### config.mk
export PLATFORM = sky130hd
export DESIGN_NAME = multi_countdown
export DESIGN_NICKNAME = d
export VERILOG_FILES = /design/src/rtl/countdown_pkg.sv /design/src/rtl/countdown_channel.sv /design/src/rtl/multi_countdown.sv
export SDC_FILE = /design/constraint.sdc
export NUM_CORES = 1
export LEC_CHECK = 0
export ABC_AREA = 1
export CAP_MARGIN = 15
export CORE_UTILIZATION = 54
export CTS_CLUSTER_DIAMETER = 120
export CTS_CLUSTER_SIZE = 16
export DETAILED_ROUTE_END_ITERATION = 7
export PLACE_DENSITY = 0.95
export RECOVER_POWER = 100
export SYNTH_ARGS = -nofsm -noshare
export SYNTH_HDL_FRONTEND = slang
export SYNTH_SLANG_ARGS = --single-unit
### constraint.sdc
create_clock -name clk -period 2.6 [get_ports clk]
set_input_delay 0.52 -clock clk [delete_from_list [all_inputs] [get_ports clk]]
set_output_delay 0.52 -clock clk [all_outputs]
set_load 0.01 [all_outputs]
### src/rtl/countdown_pkg.sv
// countdown_pkg: shared types and defaults for the multi-channel countdown bank.
//   chan_state_t     - per-channel FSM state (IDLE, RUN, HOLD)
//   DEFAULT_WIDTH    - default counter width per channel
//   DEFAULT_CHANNELS - default number of channels
package countdown_pkg;

  localparam int DEFAULT_WIDTH    = 7;
  localparam int DEFAULT_CHANNELS = 4;

  typedef enum logic [1:0] {
    IDLE = 2'd0,
    RUN  = 2'd1,
    HOLD = 2'd2
  } chan_state_t;

endpackage

### src/rtl/countdown_channel.sv
// countdown_channel: one down-counter channel with start-edge load, stop,
// pause/hold and a one-cycle done pulse on expiry.
// Optional feature macro: COUNTDOWN_AUTO_RELOAD_EN (adds reload_en).
// Ports:
//   clk, rst_n    - clock, asynchronous active-low reset
//   tick_en       - shared decrement strobe
//   start         - start request, rising edge loads preset_value
//   stop          - abort (level), returns to IDLE with count 0
//   pause         - hold (level)
//   preset_value  - value loaded on a start edge
//   reload_en     - auto-reload select (macro only)
//   count_out     - registered current count
//   active        - registered, 1 in RUN or HOLD
//   done          - registered one-cycle expiry pulse
module countdown_channel
  import countdown_pkg::*;
#(
  parameter int WIDTH = DEFAULT_WIDTH
) (
  input  logic             clk,
  input  logic             rst_n,
  input  logic             tick_en,
  input  logic             start,
  input  logic             stop,
  input  logic             pause,
  input  logic [WIDTH-1:0] preset_value,
`ifdef COUNTDOWN_AUTO_RELOAD_EN
  input  logic             reload_en,
`endif
  output logic [WIDTH-1:0] count_out,
  output logic             active,
  output logic             done
);

  chan_state_t      state;
  logic             start_q;
  logic [WIDTH-1:0] preset_latch;
  logic             reload_sel;
  logic             reload;

`ifdef COUNTDOWN_AUTO_RELOAD_EN
  always_comb reload_sel = reload_en;
`else
  always_comb reload_sel = 1'b0;
`endif

  // A zero latch never reloads, so an expiry with it always ends in IDLE.
  always_comb reload = reload_sel && (preset_latch != '0);

  always_ff @(posedge clk or negedge rst_n) begin
    if (!rst_n) begin
      state        <= IDLE;
      count_out    <= '0;
      preset_latch <= '0;
      start_q      <= 1'b0;
      active       <= 1'b0;
      done         <= 1'b0;
    end else begin
      start_q <= start;
      done    <= 1'b0;
      if (start && !start_q) begin
        count_out    <= preset_value;
        preset_latch <= preset_value;
        if (preset_value != '0) begin
          state  <= RUN;
          active <= 1'b1;
        end else begin
          state  <= IDLE;
          active <= 1'b0;
        end
      end else if (stop) begin
        state     <= IDLE;
        count_out <= '0;
        active    <= 1'b0;
      end else begin
        case (state)
          // HOLD releasing with a tick applies that tick, so RUN and HOLD
          // share the decrement path once pause is low.
          RUN, HOLD: begin
            if (pause) begin
              state <= HOLD;
            end else begin
              state <= RUN;
              if (tick_en) begin
                if (count_out > WIDTH'(1)) begin
                  count_out <= count_out - WIDTH'(1);
                end else begin
                  done <= 1'b1;
                  if (reload) begin
                    count_out <= preset_latch;
                  end else begin
                    count_out <= '0;
                    state     <= IDLE;
                    active    <= 1'b0;
                  end
                end
              end
            end
          end
          default: begin
            state  <= IDLE;
            active <= 1'b0;
          end
        endcase
      end
    end
  end

endmodule

### src/rtl/multi_countdown.sv
// multi_countdown: bank of CHANNELS independent countdown channels.
// Optional feature macro: COUNTDOWN_AUTO_RELOAD_EN (adds reload_en).
// Ports:
//   clk, rst_n    - clock, asynchronous active-low reset
//   tick_en       - shared decrement strobe
//   start/stop/pause - per-channel controls, one bit per channel
//   preset_value  - channel i at [i*WIDTH +: WIDTH]
//   reload_en     - per-channel auto-reload select (macro only)
//   count_out     - current counts, same packing as preset_value
//   active        - per-channel RUN/HOLD flag
//   done          - per-channel one-cycle expiry pulse
//   any_active    - OR of active
module multi_countdown
  import countdown_pkg::*;
#(
  parameter int WIDTH    = DEFAULT_WIDTH,
  parameter int CHANNELS = DEFAULT_CHANNELS
) (
  input  logic                      clk,
  input  logic                      rst_n,
  input  logic                      tick_en,
  input  logic [CHANNELS-1:0]       start,
  input  logic [CHANNELS-1:0]       stop,
  input  logic [CHANNELS-1:0]       pause,
  input  logic [CHANNELS*WIDTH-1:0] preset_value,
`ifdef COUNTDOWN_AUTO_RELOAD_EN
  input  logic [CHANNELS-1:0]       reload_en,
`endif
  output logic [CHANNELS*WIDTH-1:0] count_out,
  output logic [CHANNELS-1:0]       active,
  output logic [CHANNELS-1:0]       done,
  output logic                      any_active
);

  for (genvar i = 0; i < CHANNELS; i++) begin : g_chan
    countdown_channel #(
      .WIDTH(WIDTH)
    ) u_chan (
      .clk          (clk),
      .rst_n        (rst_n),
      .tick_en      (tick_en),
      .start        (start[i]),
      .stop         (stop[i]),
      .pause        (pause[i]),
      .preset_value (preset_value[i*WIDTH +: WIDTH]),
`ifdef COUNTDOWN_AUTO_RELOAD_EN
      .reload_en    (reload_en[i]),
`endif
      .count_out    (count_out[i*WIDTH +: WIDTH]),
      .active       (active[i]),
      .done         (done[i])
    );
  end

  always_comb any_active = |active;

endmodule
### After elaboration in Yosys (flattened, before gate mapping)

Cells that the tools add are included.

| operators by class | value |
|---|---|
| eq/ne operators | 24 |
| multiplexer cells | 104 |
| reductions and logical operators | 33 |
| add/subtract/negate cells | 4 |
| order comparisons | 4 |

Operator list:

| operator | count |
|---|---|
| 2-to-1 mux 7 bit | 24 |
| 2-to-1 mux 1 bit | 60 |
| != test 4 x 3 -> 1 bit (second input constant) | 12 |
| 2-to-1 mux 2 bit | 20 |
| greater-than comparator 7 x 1 -> 1 bit (second input constant) | 4 |
| nonzero test 7 bit | 4 |
| subtractor 7 x 1 -> 7 bit (second input constant) | 4 |
| AND reduction 3 bit | 8 |
| nonzero test 3 bit | 8 |
| != test 3 x 2 -> 1 bit (second input constant) | 4 |
| equality test 2 x 1 -> 1 bit (second input constant) | 4 |
| equality test 2 bit (second input constant) | 4 |
| OR reduction 2 bit | 4 |
| logical AND 1 bit | 4 |
| logical NOT 1 bit | 4 |
| OR reduction 4 bit | 1 |

| storage, ports and cells | value |
|---|---|
| output and inout port bits | 37 |
| register bits | 48 |
| input bits | 43 |

### Longest topological paths before layout

Gate-level depths: netlist of run 1.

| logic depth | value |
|---|---|
| word-level depth | 7 |
| depth in mapped cells | 9 |
| depth with buffers taken out | 9 |

### Cells and area by module

A second synthesis of run 1 with hierarchy kept.

| unflattened totals | value |
|---|---|
| cells, all modules | 463 |
| area total of the unflattened synthesis | 3530.9 um2 |

By module, submodules not included:

| module | area each (um2) | times used | cells each |
|---|---|---|---|
| countdown_channel (g_chan[1].u_chan ...) | 900.9 | 3 | 117 |
| countdown_channel (g_chan[0].u_chan) | 817.0 | 1 | 109 |
| multi_countdown | 11.3 | 1 | 3 |

### Worst setup path after synthesis of run 1

Ideal clock, no wire load.

| timing | value |
|---|---|
| path kind | reg2out |
| start | reg g_chan[1].u_chan.active |
| end | out any_active |
| path buffers | 0 |
| stages on the path, launching flop included | 2 |
| required time | 2.080 ns |
| setup slack | 1.146 ns |
| arrival | 0.934 ns |
| path through | dfrtp_1 or4_1 |

| between the ends | value |
|---|---|
| cells in the longest elaborated chain, start to end | 1 |

Ends and longest elaborated chain:

| element | line | text |
|---|---|---|
| start, declared | countdown_channel.sv:31 | `output logic active,` |
| start signal, assigned | countdown_channel.sv:56 | `active <= 1'b0;` |
| start signal, assigned | countdown_channel.sv:66 | `active <= 1'b1;` |
| start signal, assigned | countdown_channel.sv:69 | `active <= 1'b0;` |
| OR reduction 4 bit | multi_countdown.sv:55 | `always_comb any_active = \|active;` |
| end, declared | multi_countdown.sv:32 | `output logic any_active` |

No other way between the ends.

### Worst setup path after layout of run 1

Ends and elaborated chain as after synthesis.

==> impl_metrics.tcl, run 1 <==
set metrics [dict create \
    start_util 0.558 \
    core_um2 5920 \
    ys_types 28 \
    seq_area_um2 1200 \
    die_h_um 80.2 \
    grt_max_degree 26 \
    relSlewSlack 0.0765 \
    antenna_left 0 \
    crit_path_start_kind "flip-flop" \
    hold_violations 0 \
    grt_pass1_vias 3161 \
    p_leak_nw 2.10 \
    syn_inst 483 \
    yosysSeqAreaShare 0.363 \
    dp_slack_ns 0.586 \
    max_freq_mhz 422 \
    multi_input_area_um2 1730 \
    post-synth-top-area-fraction 0.363 \
    cap_viol_max_count 0 \
    cts.sinks 48 \
    p_per_area_nw_per_um2 555 \
    ir_worst_vdd_uv 319 \
    async_reset_ff_frac 1.00 \
    crit_chain "or4_1 -> dlygate4sd3_1" \
    die_x_um 80.2 \
    clk_pin_slew_ns 0.09 \
    path_delay_family "buffers and inverters" \
    drcViolationCount 0 \
    yosysTopAreaCell "dfrtp_1" \
    path_class "reg -> out" \
    n_antenna_cell 0 \
    cp-end-kind "primary output" \
    place_hpwl_mm 6.24 \
    dpl_cell_area_um2 4120 \
    clock-root-buffer "clkbuf_8" \
    overflow 0 \
    tightest_slew_ns 1.39 \
    cts_buffer_depth 2 \
    skew_ns 0.00880 \
    grt_pass1_wl_mm 13.6 \
    outcome "finished clean" \
    cts_tree "yes" \
    final_cell_area_um2 4180 \
    drt-pass1-iter-count 6 \
    required_ns 2.08 \
    layout.nets 609 \
    yosysWarnings 0 \
    via_count 3332 \
    arrival_ns 1.85 \
    setup_viol 0 \
    drive_gt1_frac 0.0626 \
    rows 28 \
    cts_hold_buf 0 \
    insertion_delay_ns 0.30 \
    crit_slowest_cell "dlygate4sd3_1" \
    slowest_delay_ns 0.62 \
    post_cts_buffers 0 \
    fin_crit_sh 0.912 \
    syn_nets 534 \
    wire_per_inst_um 12.6 \
    cts_buffers 5 \
    setup_slack_ns 0.228 \
    syn_to_final_growth_pct 26.4 \
    grt_util_all_layers 0.269 \
    crit_buf_inv 1 \
    antenna_found_initial 0 \
    finalMaxSlewViolations 0 \
    min_path_type "in -> async" \
    vias_per_cell 5.26 \
    gp_congestion 0.938 \
    yosys-top-cells-area "dfrtp_1 (36%), nor2_1 (10%), nand2_1 (10%)" \
    wl_mm 7.97 \
    num_io_pins 80 \
    ys_ff_latch 48 \
    drt_first_iter_violations 202 \
    post-route-min-period_ns 2.37 \
    die-area_um2 6440 \
    grt_setup_unrepaired "no" \
    syn_area_per_cell_um2 6.84 \
    ys.flop_type "dfrtp_1" \
    crit_path_max_fanout 3 \
    final_util 0.705 \
    finalSetupTns_ns 0 \
    cts_resized 0 \
    portBuffers 79 \
    h-tree-depth 2 \
    nFillCells 465 \
    netlist_area_um2 3300 \
    synth-edff-count 0 \
]
==> cells by family after synthesis <==
family | synth area share
and+or+nand+nor | 0.396
buffers and inverters | 0.102
AOI/OAI and AO/OA | 0.0863
DFF | 0.363
xor gates and xnor gates | 0.0212
adders and majority gates | 0.0303
==> cell usage in the layout, fill, tap and decap left out <==
| master | n |
|---|---|
| or3_1 | 1 |
| a21oi_1 | 46 |
| o21ai_1 | 1 |
| nor2_2 | 12 |
| clkbuf_1 | 2 |
| nand3b_1 | 3 |
| clkdlybuf4s50_1 | 37 |
| nand4_1 | 11 |
| clkbuf_8 | 6 |
| inv_2 | 3 |
| nand3_1 | 47 |
| clkinvlp_4 | 1 |
| nor2_1 | 98 |
| nor3_1 | 3 |
| a21boi_0 | 1 |
| o21ai_0 | 7 |
| nand2_1 | 92 |
| dfrtp_1 | 48 |
| and2_0 | 3 |
| xor2_1 | 8 |
| inv_1 | 65 |
| nor2_4 | 6 |
| nand3_2 | 1 |
| buf_12 | 1 |
| nand2_2 | 5 |
| dlygate4sd3_1 | 41 |
| o31ai_1 | 1 |
| or4_1 | 1 |
| ha_1 | 8 |
==> area by class of cell <==
type                    count  area share
clock buffers               7      0.0207
multi-input cells         355       0.414
flip-flops and latches     48       0.288
clock inverters             1     0.00180
well taps                  75      0.0225
inverters                  68      0.0611
repair buffers             80       0.193
==> metal layers <==
metal  share of wire  vias to the layer above  global-route usage
met5               0                        -                   0
met4           0.014                        0              0.0839
met3           0.056                       14              0.0511
met2            0.51                      119               0.485
met1            0.42                     1524               0.320
li1                -                     1675                   -
==> Yosys cell counts (2+ instances only) <==
master     n
nor2_2    17
nor2_4     7
inv_2      3
xor2_1     8
o21ai_0    5
a21oi_1   46
ha_1       8
nor2_1    92
buf_2      3
nand2_1   89
nand3_1   47
buf_4      9
nand2_2    7
dfrtp_1   48
nor3_1     2
and2_1     2
inv_1     65
nand3b_1   3
nand4_1   11
o21ai_1    3
==> power breakdown <==
group	switching [W]	leakage (nW)	internal (W)
logic	0.000486	1.46	0.000378
clock network	0.000256	0.0445	0.000217
registers	0.000139	0.599	0.000839
==> registers in the layout, indices dropped and copies added, names as in the netlist <==
| signal | cells |
|---|---|
| g_chan.u_chan.state | 8 |
| g_chan.u_chan.start_q | 4 |
| g_chan.u_chan.count_out | 28 |
| g_chan.u_chan.active | 4 |
| g_chan.u_chan.done | 4 |
==> final timing paths <==
kind                                               start                            end  slack (ns)  cells past startpoint
max in group asynchronous                          rst_n  g_chan[3].u_chan.count_out[3]        1.27                      1
worst max register to register  g_chan[1].u_chan.start_q          g_chan[1].u_chan.done        0.80                      5
worst max-delay path             g_chan[1].u_chan.active                     any_active        0.23                      2
min in group clk                 g_chan[0].u_chan.active        g_chan[0].u_chan.active        0.55                      2
worst min register to register   g_chan[0].u_chan.active        g_chan[0].u_chan.active        0.55                      2
worst min-delay path                               rst_n          g_chan[2].u_chan.done        0.52                      1
==> per-stage QoR <==
step / cells / hold slack [ns] / power (W)
6_report: 634 / 0.517 / 0.00232
5_1_grt: 634 / 0.588 / 0.00248
4_1_cts: 634 / 0.214 / 0.00236
3_5_place_dp: 626 / 0.540 / 0.00189
3_3_place_gp: 626 / 0.500 / 0.00185
2_1_floorplan: 483 / 0.224 / 0.00151
Note: power is estimated with default switching activity, not from simulation.
==> inputs of run 2 (changes only) <==
CORE_UTILIZATION = 55   (was 54)
SYNTH_HIERARCHICAL = 1   (was default)
==> impl_metrics.tcl, run 2 <==
set metrics [dict create \
    outcome "finished clean" \
    wl_mm 7.90 \
    synthTopCellsByCount "nor2_1 (82), inv_1 (71), nand2_1 (64)" \
    cts_resized 0 \
    syn_inst 463 \
    ys_ff_latch 48 \
    antenna_found_initial 0 \
    largestRegisters "g_chan.u_chan/count_out: 28 flops, g_chan.u_chan/state: 8 flops" \
    drt-pass1-iter-count 5 \
    ir_worst_vdd_uv 290 \
    post-synth-top-area-fraction 0.340 \
    h-tree-depth 2 \
    relSlewSlack 0.140 \
    crit_path_max_fanout 3 \
    path_delay_family "buffers and inverters" \
    top_register "g_chan.u_chan/count_out" \
    cts_hold_buf 0 \
    syn_to_final_growth_pct 27.3 \
    cp-end-kind "primary output" \
    async_reset_ff_frac 1.00 \
    cts_buffers 5 \
    post_cts_buffers 0 \
    post-route-min-period_ns 2.05 \
    yosysMostFrequentCell "nor2_1" \
    die_h_um 82.1 \
    ys.flop_type "dfrtp_1" \
    cap_viol_max_count 0 \
    r2r-end "g_chan[0].u_chan/count_out[0]" \
    ff2ff_path_depth 5 \
    vias_per_cell 5.30 \
    grt_max_degree 28 \
    r2r_start "g_chan[0].u_chan/start_q" \
    tightest_slew_ns 1.29 \
    wire_per_inst_um 12.7 \
    largest_reg_flops 28 \
    skew_ns 0.0120 \
    grt_pass1_vias 3154 \
    cts.sinks 48 \
    yosysSeqAreaShare 0.340 \
    layout.nets 599 \
    clock-root-buffer "clkbuf_8" \
    grt_setup_unrepaired "no" \
    rows 28 \
    setup_viol 0 \
    drcViolationCount 0 \
    die-area_um2 6740 \
    fin_crit_sh 0.790 \
    portBuffers 79 \
    arrival_ns 1.53 \
    via_count 3306 \
    synth-edff-count 0 \
    gp_congestion 0.798 \
    finalSetupTns_ns 0 \
    final_cell_mix "nor2_1 (87), inv_1 (71), nand2_1 (64)" \
    syn_area_per_cell_um2 7.63 \
    slowest_delay_ns 0.60 \
    start_util 0.583 \
    crit_slowest_cell "dlygate4sd3_1" \
    drt_first_iter_violations 131 \
    max_freq_mhz 487 \
    yosysTopAreaCell "dfrtp_1" \
    die_x_um 82.1 \
    antenna_left 0 \
    grt_util_all_layers 0.249 \
    hold_violations 0 \
    ys_types 26 \
    drive_gt1_frac 0.182 \
    crit_buf_inv 1 \
    p_per_area_nw_per_um2 552 \
    setup.worst_path.start "g_chan[1].u_chan/active" \
    n_antenna_cell 0 \
    cts_buffer_depth 2 \
    final_util 0.741 \
    crit_path_start_kind "flip-flop" \
    syn_nets 514 \
    cts_tree "yes" \
    path_class "reg -> out" \
    num_io_pins 80 \
    yosys-top-cells-area "dfrtp_1 (34%), nor2_1 (8.7%), inv_1 (7.5%)" \
    place_hpwl_mm 6.22 \
    clk_pin_slew_ns 0.10 \
    overflow 0 \
    required_ns 2.08 \
    grt_pass1_wl_mm 13.2 \
    p_leak_nw 2.16 \
    timing.reg2reg.setup_slack_ns 1.04 \
    finalPower_w 0.00248 \
    min_path_type "in -> async" \
    layout_commonest_cell "nor2_1" \
    finalMaxSlewViolations 0 \
    core_um2 6060 \
    yosysWarnings 6 \
    insertion_delay_ns 0.30 \
    crit_chain "nor2_1 -> nand2_1 -> dlygate4sd3_1" \
    netlist_area_um2 3530 \
]
run 2: cell count changes in the layout (fill, tap and decap cells not counted), moves of 6 or more:
cell     change
a21oi_2     +28
a21oi_1     -18
nor2_1      -11
nand3_1     -16
inv_1        +6
nand2_1     -28
nand3_2     +20
nand2_2      +9
nor2_2       -8
run 2: worst max path at each step:
stage	to	slack [ns]	cells after the start
floorplan	g_chan[1].u_chan/count_out[0]	1.31	6
global placement	g_chan[2].u_chan/count_out[0]	0.63	7
detailed placement	g_chan[2].u_chan/count_out[4]	0.56	7
CTS	any_active	0.63	3
global route	g_chan[0].u_chan/count_out[0]	0.38	7
finish	any_active	0.55	3
run 2: power breakdown:
| part | internal, W | switching [W] | total, W |
|---|---|---|---|
| clock | 0.000285 | 0.000256 | 0.000541 |
| combinational | 0.000415 | 0.000560 | 0.000975 |
| sequential | 0.000839 | 0.000127 | 0.000966 |
| total | 0.00154 | 0.000942 | 0.00248 |
run 2: cells by family (layout without fill, tap and decap cells):
logic type               after synthesis  in the layout  share of synthesized area
flip-flops                            48             48                      0.340
adder cells (fa/ha/maj)                8              8                     0.0283
XOR/XNOR                               8              8                     0.0198
AND/OR/NAND/NOR                      256            256                      0.397
buffers and inverters                 78            164                     0.0861
AO/OA/AOI/OAI                         65             65                      0.128
run 2: metrics by stage:
stage          cell area, um^2  worst slack [ns]  hold slack (ns)  std cells
3_3_place_gp              4420             0.635            0.530        616
4_1_cts                   4530             0.627            0.204        624
3_5_place_dp              4420             0.564            0.525        616
2_1_floorplan             3530              1.31            0.224        463
6_report                  4490             0.547            0.478        624
5_1_grt                   4490             0.377            0.567        624
run 2: final cells by class:
type	count	area (um^2)
timing repair buffer	81	812
sequential	48	1200
fill	469	1570
clock inverter	3	42.5
inverter	75	282
clock buffer	5	68.8
tap	75	93.8
multi-input combinational	337	1990
run 2: routing by layer:
metal	wire length, um	global-route usage	vias to the layer above
met5	0	0	-
li1	-	-	1657
met2	4210	0.464	72
met1	3370	0.296	1573
met4	33	0.0632	0
met3	292	0.0396	4
